[src/rtl/delaybuffer_prog_pkg.sv]
// Shared types and helpers for the programmable delay line.
package delaybuffer_prog_pkg;

  // Which register drives data_o: the registered bypass/zero word or the RAM read port.
  typedef enum logic {
    SRC_REG = 1'b0,
    SRC_RAM = 1'b1
  } src_e;

  function automatic int ptr_w(input int unsigned max_delay);
    return $clog2(max_delay);
  endfunction

  function automatic int unsigned clamp_delay(input int unsigned delay, input int unsigned max);
    return (delay > max) ? max : delay;
  endfunction

  // (a - b) mod m for a < m and b <= m; depth need not be a power of two.
  function automatic int unsigned wrap_sub(input int unsigned a, input int unsigned b,
                                           input int unsigned m);
    return (a >= b) ? (a - b) : (a + m - b);
  endfunction

endpackage

[src/rtl/ram_1r1w_sync.sv]
// Simple dual-port synchronous RAM, one write and one registered read port.
// On an address collision the read returns the contents from before the write.
module ram_1r1w_sync #(
  parameter int width_p = 8,
  parameter int depth_p = 16
) (
  input  logic                       clk_i,
  input  logic                       wr_en_i,
  input  logic [$clog2(depth_p)-1:0] wr_addr_i,
  input  logic [width_p-1:0]         wr_data_i,
  input  logic                       rd_en_i,
  input  logic [$clog2(depth_p)-1:0] rd_addr_i,
  output logic [width_p-1:0]         rd_data_o
);

  logic [width_p-1:0] mem [depth_p];
  logic [width_p-1:0] rd_data_reg;

  always_ff @(posedge clk_i) begin
    if (wr_en_i) begin
      mem[wr_addr_i] <= wr_data_i;
    end
    if (rd_en_i) begin
      rd_data_reg <= mem[rd_addr_i];
    end
  end

  assign rd_data_o = rd_data_reg;

endmodule

[src/rtl/delaybuffer_prog.sv]
// Runtime-programmable transaction delay line with ready/valid on both sides.
// Optional synchronous flush input when DELAYBUFFER_PROG_FLUSH_EN is defined.
module delaybuffer_prog
  import delaybuffer_prog_pkg::*;
#(
  parameter int width_p     = 8,
  parameter int max_delay_p = 16
) (
  input  logic                               clk_i,
  input  logic                               reset_ni,
`ifdef DELAYBUFFER_PROG_FLUSH_EN
  input  logic                               flush_i,
`endif
  input  logic [$clog2(max_delay_p+1)-1:0]   delay_i,
  input  logic [width_p-1:0]                 data_i,
  input  logic                               valid_i,
  output logic                               ready_o,
  output logic                               valid_o,
  output logic [width_p-1:0]                 data_o,
  input  logic                               ready_i,
  output logic [$clog2(max_delay_p+1)-1:0]   fill_o
);

  localparam int PTR_W = ptr_w(max_delay_p);
  localparam int DLY_W = $clog2(max_delay_p + 1);

  logic [PTR_W-1:0]   wr_ptr_reg, wr_ptr_next;
  logic [DLY_W-1:0]   fill_reg, fill_next;
  logic               valid_reg, valid_next;
  src_e               src_reg, src_next;
  logic [width_p-1:0] byp_reg, byp_next;

  logic               flush;
  logic               acc;
  logic [DLY_W-1:0]   d_eff;
  logic [PTR_W-1:0]   rd_addr;
  logic               ram_re;
  logic [width_p-1:0] ram_q;

`ifdef DELAYBUFFER_PROG_FLUSH_EN
  assign flush = flush_i;
`else
  assign flush = 1'b0;
`endif

  assign ready_o = ~flush & (~valid_reg | ready_i);
  assign acc     = valid_i & ready_o;
  assign d_eff   = DLY_W'(clamp_delay(32'(delay_i), max_delay_p));
  assign rd_addr = PTR_W'(wrap_sub(32'(wr_ptr_reg), 32'(d_eff), max_delay_p));
  // RAM is only consulted when its word will actually reach data_o.
  assign ram_re  = acc & (d_eff != '0) & (fill_reg >= d_eff);

  ram_1r1w_sync #(
    .width_p(width_p),
    .depth_p(max_delay_p)
  ) u_ram (
    .clk_i    (clk_i),
    .wr_en_i  (acc),
    .wr_addr_i(wr_ptr_reg),
    .wr_data_i(data_i),
    .rd_en_i  (ram_re),
    .rd_addr_i(rd_addr),
    .rd_data_o(ram_q)
  );

  always_comb begin
    wr_ptr_next = wr_ptr_reg;
    fill_next   = fill_reg;
    valid_next  = valid_reg;
    src_next    = src_reg;
    byp_next    = byp_reg;
    if (flush) begin
      wr_ptr_next = '0;
      fill_next   = '0;
      valid_next  = 1'b0;
      src_next    = SRC_REG;
      byp_next    = '0;
    end else if (acc) begin
      wr_ptr_next = (wr_ptr_reg == PTR_W'(max_delay_p - 1)) ? '0 : wr_ptr_reg + 1'b1;
      if (fill_reg != DLY_W'(max_delay_p)) begin
        fill_next = fill_reg + 1'b1;
      end
      valid_next = 1'b1;
      if (d_eff == '0) begin
        src_next = SRC_REG;
        byp_next = data_i;
      end else if (fill_reg < d_eff) begin
        // Not enough history yet: mask whatever the RAM holds.
        src_next = SRC_REG;
        byp_next = '0;
      end else begin
        src_next = SRC_RAM;
      end
    end else if (ready_i & valid_reg) begin
      valid_next = 1'b0;
    end
  end

  always_ff @(posedge clk_i or negedge reset_ni) begin
    if (!reset_ni) begin
      wr_ptr_reg <= '0;
      fill_reg   <= '0;
      valid_reg  <= 1'b0;
      src_reg    <= SRC_REG;
      byp_reg    <= '0;
    end else begin
      wr_ptr_reg <= wr_ptr_next;
      fill_reg   <= fill_next;
      valid_reg  <= valid_next;
      src_reg    <= src_next;
      byp_reg    <= byp_next;
    end
  end

  assign valid_o = valid_reg;
  assign data_o  = (src_reg == SRC_RAM) ? ram_q : byp_reg;
  assign fill_o  = fill_reg;

endmodule

[config.mk]
export PLATFORM = sky130hd
export DESIGN_NAME = delaybuffer_prog
export DESIGN_NICKNAME = d
export VERILOG_FILES = /design/src/rtl/delaybuffer_prog_pkg.sv /design/src/rtl/ram_1r1w_sync.sv /design/src/rtl/delaybuffer_prog.sv
export SDC_FILE = /design/constraint.sdc
export NUM_CORES = 1
export LEC_CHECK = 0
export CAP_MARGIN = 20
export CORE_UTILIZATION = 40
export DETAILED_ROUTE_END_ITERATION = 10
export GPL_TIMING_DRIVEN = 0
export HOLD_SLACK_MARGIN = 0.06
export REMOVE_ABC_BUFFERS = 1
export SYNTH_ARGS = -nofsm -noshare
export SYNTH_HDL_FRONTEND = slang
export SYNTH_SLANG_ARGS = --single-unit
[constraint.sdc]
create_clock -name clk_i -period 4.3 [get_ports clk_i]
set_clock_uncertainty 0.05 [all_clocks]
set_input_delay 0.645 -clock clk_i [delete_from_list [all_inputs] [get_ports clk_i]]
set_output_delay 0.645 -clock clk_i [all_outputs]
set_load 0.01 [all_outputs]
==> impl_metrics.tcl, run 1 <==
set metrics [dict create \
    root_buffer "clkbuf_16" \
    yosysUniqueCellTypes 33 \
    cts_max_path_buffers 2 \
    die_area_sq_um 16800 \
    p_leak_uw 0.00264 \
    syn_inst 390 \
    synthAdderAreaFrac_pct 3.00 \
    placed_cells 628 \
    diodes 0 \
    grt.total_usage_pct 16.6 \
    instances_no_fill 660 \
    hold_viol 0 \
    synthArstFlopShare_pct 12.3 \
    layout_common_cells "edfxtp_1, mux2_2, mux2i_1" \
    cp_slowest_stage_delay_ps 1140 \
    hpwlAfterDp_mm 8.41 \
    fillers 1396 \
    hp-start "byp_reg[2]$_DFFE_PN0P_" \
    setup.worst_path.start "delay_i[0]" \
    netlist_area_sq_um 6510 \
    min_path_type "flop to flop" \
    drtPass1Iterations 4 \
    max-cap-violations 0 \
    drt_iter0_drc 242 \
    cts_tree "yes" \
    synthXorXnorAreaFrac_pct 1.31 \
    r2r_end "u_ram.rd_data_o[1]$_DFFE_PP_" \
    period_share_pct 90.3 \
    holdPathStages 1 \
    power_uw 4970 \
    holdPathEnd "byp_reg[2]$_DFFE_PN0P_" \
    synth-edff-count 136 \
    synthSimpleGateAreaFrac_pct 3.90 \
    cts_hold_buf 0 \
    drive_above_1_share_pct 18.9 \
    clock_sinks 155 \
    path_max_fanout 33 \
    cts.clk_slew.worst_paths_ps 50 \
    syn_to_final_growth_pct 16.5 \
    cpMostUsedCell "mux2_2" \
    grt_max_degree 34 \
    num_vias 3403 \
    grt_pass1_wl_mm 19.0 \
    synth_area_per_cell_sq_um 16.7 \
    ant_nets 0 \
    path_cells "clkdlybuf4s50_1 > nor2b_1 > ha_1 > inv_1 > fa_4 > buf_12 > mux2_2 > o22ai_1 > a221oi_1 > mux2_2" \
    dieHeight_um 130 \
    largest_register_ffs 128 \
    cts_setup_buffers 0 \
    core_area_sq_um 15900 \
    htree_levels 4 \
    rrSetupSlack_ps 760 \
    critPathBufInv 3 \
    clock_latency_ps 420 \
    drcViolationCount 0 \
    final_common_cell "edfxtp_1" \
    yosys_warnings 0 \
    crit_arrival_ps 3990 \
    drt-total-wl_mm 12.9 \
    synth_ff_type "edfxtp_1" \
    relSlewSlack_pct 38.8 \
    synth_compound_area_share_pct 6.07 \
    nets 463 \
    fmax_mhz 258 \
    rsz0062_at_grt "no" \
    synth_top_family_by_area "multiplexers" \
    initial_core_util_pct 41.0 \
    cp_slowest_cell "fa_4" \
    synth_seq_cells 155 \
    cts_resized 0 \
    finalCriticalPeriod_ps 3880 \
    cp.depth 10 \
    cp_top_family "adder cells" \
    wire_per_inst_um 19.5 \
    die_x_um 130 \
    end_kind "flop" \
    outcome "finished, final reports clean" \
    setup_viol 0 \
    grt_pass1_vias 3297 \
    worst_pin_slew_ps 915 \
    numCtsBuffers 17 \
    viasPerCell 5.16 \
    r2r_start "wr_ptr_reg[0]$_DFFE_PN0P_" \
    synthMuxAreaShare_pct 13.4 \
    ios 32 \
    irDropWorstVdd_mv 0.351 \
    overflow 0 \
    ys_seq_area_share_pct 70.0 \
    slew_violations 0 \
    powerDensity_nw_per_um2 655 \
    gp_congestion 0.790 \
    r2r_cells 9 \
    required_ps 4410 \
    crit_type "primary input to flop" \
    std_cell_rows 46 \
    critical_path.startpoint_type "primary input" \
    port_buffers 31 \
    antenna_found_initial 0 \
]
[how the worst max path moves through the flow]
| stage | endpoint | slack, ps |
|---|---|---|
| after global placement | u_ram.rd_data_o[1]$_DFFE_PP_ | -1720 |
| after global routing | u_ram.rd_data_o[0]$_DFFE_PP_ | 260 |
| after floorplan | u_ram.rd_data_o[6]$_DFFE_PP_ | -150 |
| after CTS | u_ram.rd_data_o[1]$_DFFE_PP_ | 400 |
| final | u_ram.rd_data_o[1]$_DFFE_PP_ | 420 |
| after detailed placement | u_ram.rd_data_o[1]$_DFFE_PP_ | -50 |
[where the power goes]
group | switching, uW | total [uW] | internal, uW
Sequential | 121 | 1950 | 1830
Clock | 521 | 1360 | 840
Combinational | 863 | 1660 | 798
[cell type report]
type	count	area [sq um]	area share [%]
well taps	216	270	3.56
repair buffers	38	380	5.01
flip-flops and latches	155	4560	60.1
multi-input cells	212	1810	23.8
clock inverters	3	40.0	0.528
inverters	7	26.3	0.346
clock buffers	29	500	6.60
[worst reg2reg max path, cell delays in order, from the launching register on]
cell,delay [ps]
dfrtp_1,410
inv_1,180
ha_1,170
inv_1,60
fa_4,1140
buf_12,300
mux2_2,410
o22ai_1,200
a221oi_1,70
mux2_2,290
[stage by stage]
stage	hold WS, ps	worst slack [ps]	area [sq um]	setup TNS (ps)	utilization (%)
3_3_place_gp	430	-1720	6970	-13620	43.9
3_5_place_dp	434	-51.3	7050	-183	44.4
4_1_cts	449	396	7590	0	47.8
6_report	446	419	7590	0	47.8
2_1_floorplan	299	-150	6390	-1180	-
5_1_grt	464	258	7590	0	47.8
[synthesized netlist by cell type, types with 2 or more instances]
| library cell | number | area share (%) |
|---|---|---|
| a21o_1 | 2 | 0.23 |
| a21oi_1 | 4 | 0.31 |
| a221oi_1 | 16 | 2.2 |
| a22o_1 | 9 | 1.2 |
| buf_2 | 2 | 0.15 |
| buf_4 | 3 | 0.35 |
| buf_6 | 7 | 1.2 |
| clkbuf_1 | 4 | 0.23 |
| dfrtp_1 | 19 | 7.3 |
| edfxtp_1 | 136 | 63 |
| ha_1 | 14 | 2.7 |
| inv_1 | 7 | 0.40 |
| mux2_2 | 49 | 8.5 |
| mux2i_1 | 32 | 4.9 |
| nand2_1 | 15 | 0.86 |
| nand2_2 | 2 | 0.19 |
| nand2b_1 | 5 | 0.48 |
| nand3_1 | 4 | 0.31 |
| nand4_1 | 2 | 0.19 |
| nor2_1 | 16 | 0.92 |
| nor2b_1 | 2 | 0.19 |
| nor3_1 | 5 | 0.38 |
| o21ai_0 | 5 | 0.38 |
| o22ai_1 | 16 | 1.5 |
| xnor2_1 | 6 | 0.81 |
[metal layers]
layer	up-vias	global-route usage [%]	wire, um
met2	71	27.1	6370
met4	0	6.36	184
li1	1616	-	-
met1	1699	21.3	5550
met5	-	0	0
met3	17	4.38	769
[cells by family (layout without fill, tap and decap cells)]
logic type / after synthesis / after routing
multiplexers: 81 / 81
adder cells (fa/ha/maj): 15 / 15
AND/OR/NAND/NOR: 54 / 54
buffers and inverters: 23 / 77
flip-flops: 155 / 155
XOR/XNOR: 8 / 8
AO/OA/AOI/OAI: 54 / 54
Note: power is estimated with default switching activity, not from simulation.
==> run 2, diff against run 1 <==
--- a/config.mk
+++ b/config.mk
@@ -9,7 +9,6 @@
 export CORE_UTILIZATION = 40
 export DETAILED_ROUTE_END_ITERATION = 10
 export GPL_TIMING_DRIVEN = 0
-export HOLD_SLACK_MARGIN = 0.06
 export REMOVE_ABC_BUFFERS = 1
 export SYNTH_ARGS = -nofsm -noshare
 export SYNTH_HDL_FRONTEND = slang
==> results of run 2 <==
No change in the layout: final DEF, timing and power equal those of run 1.
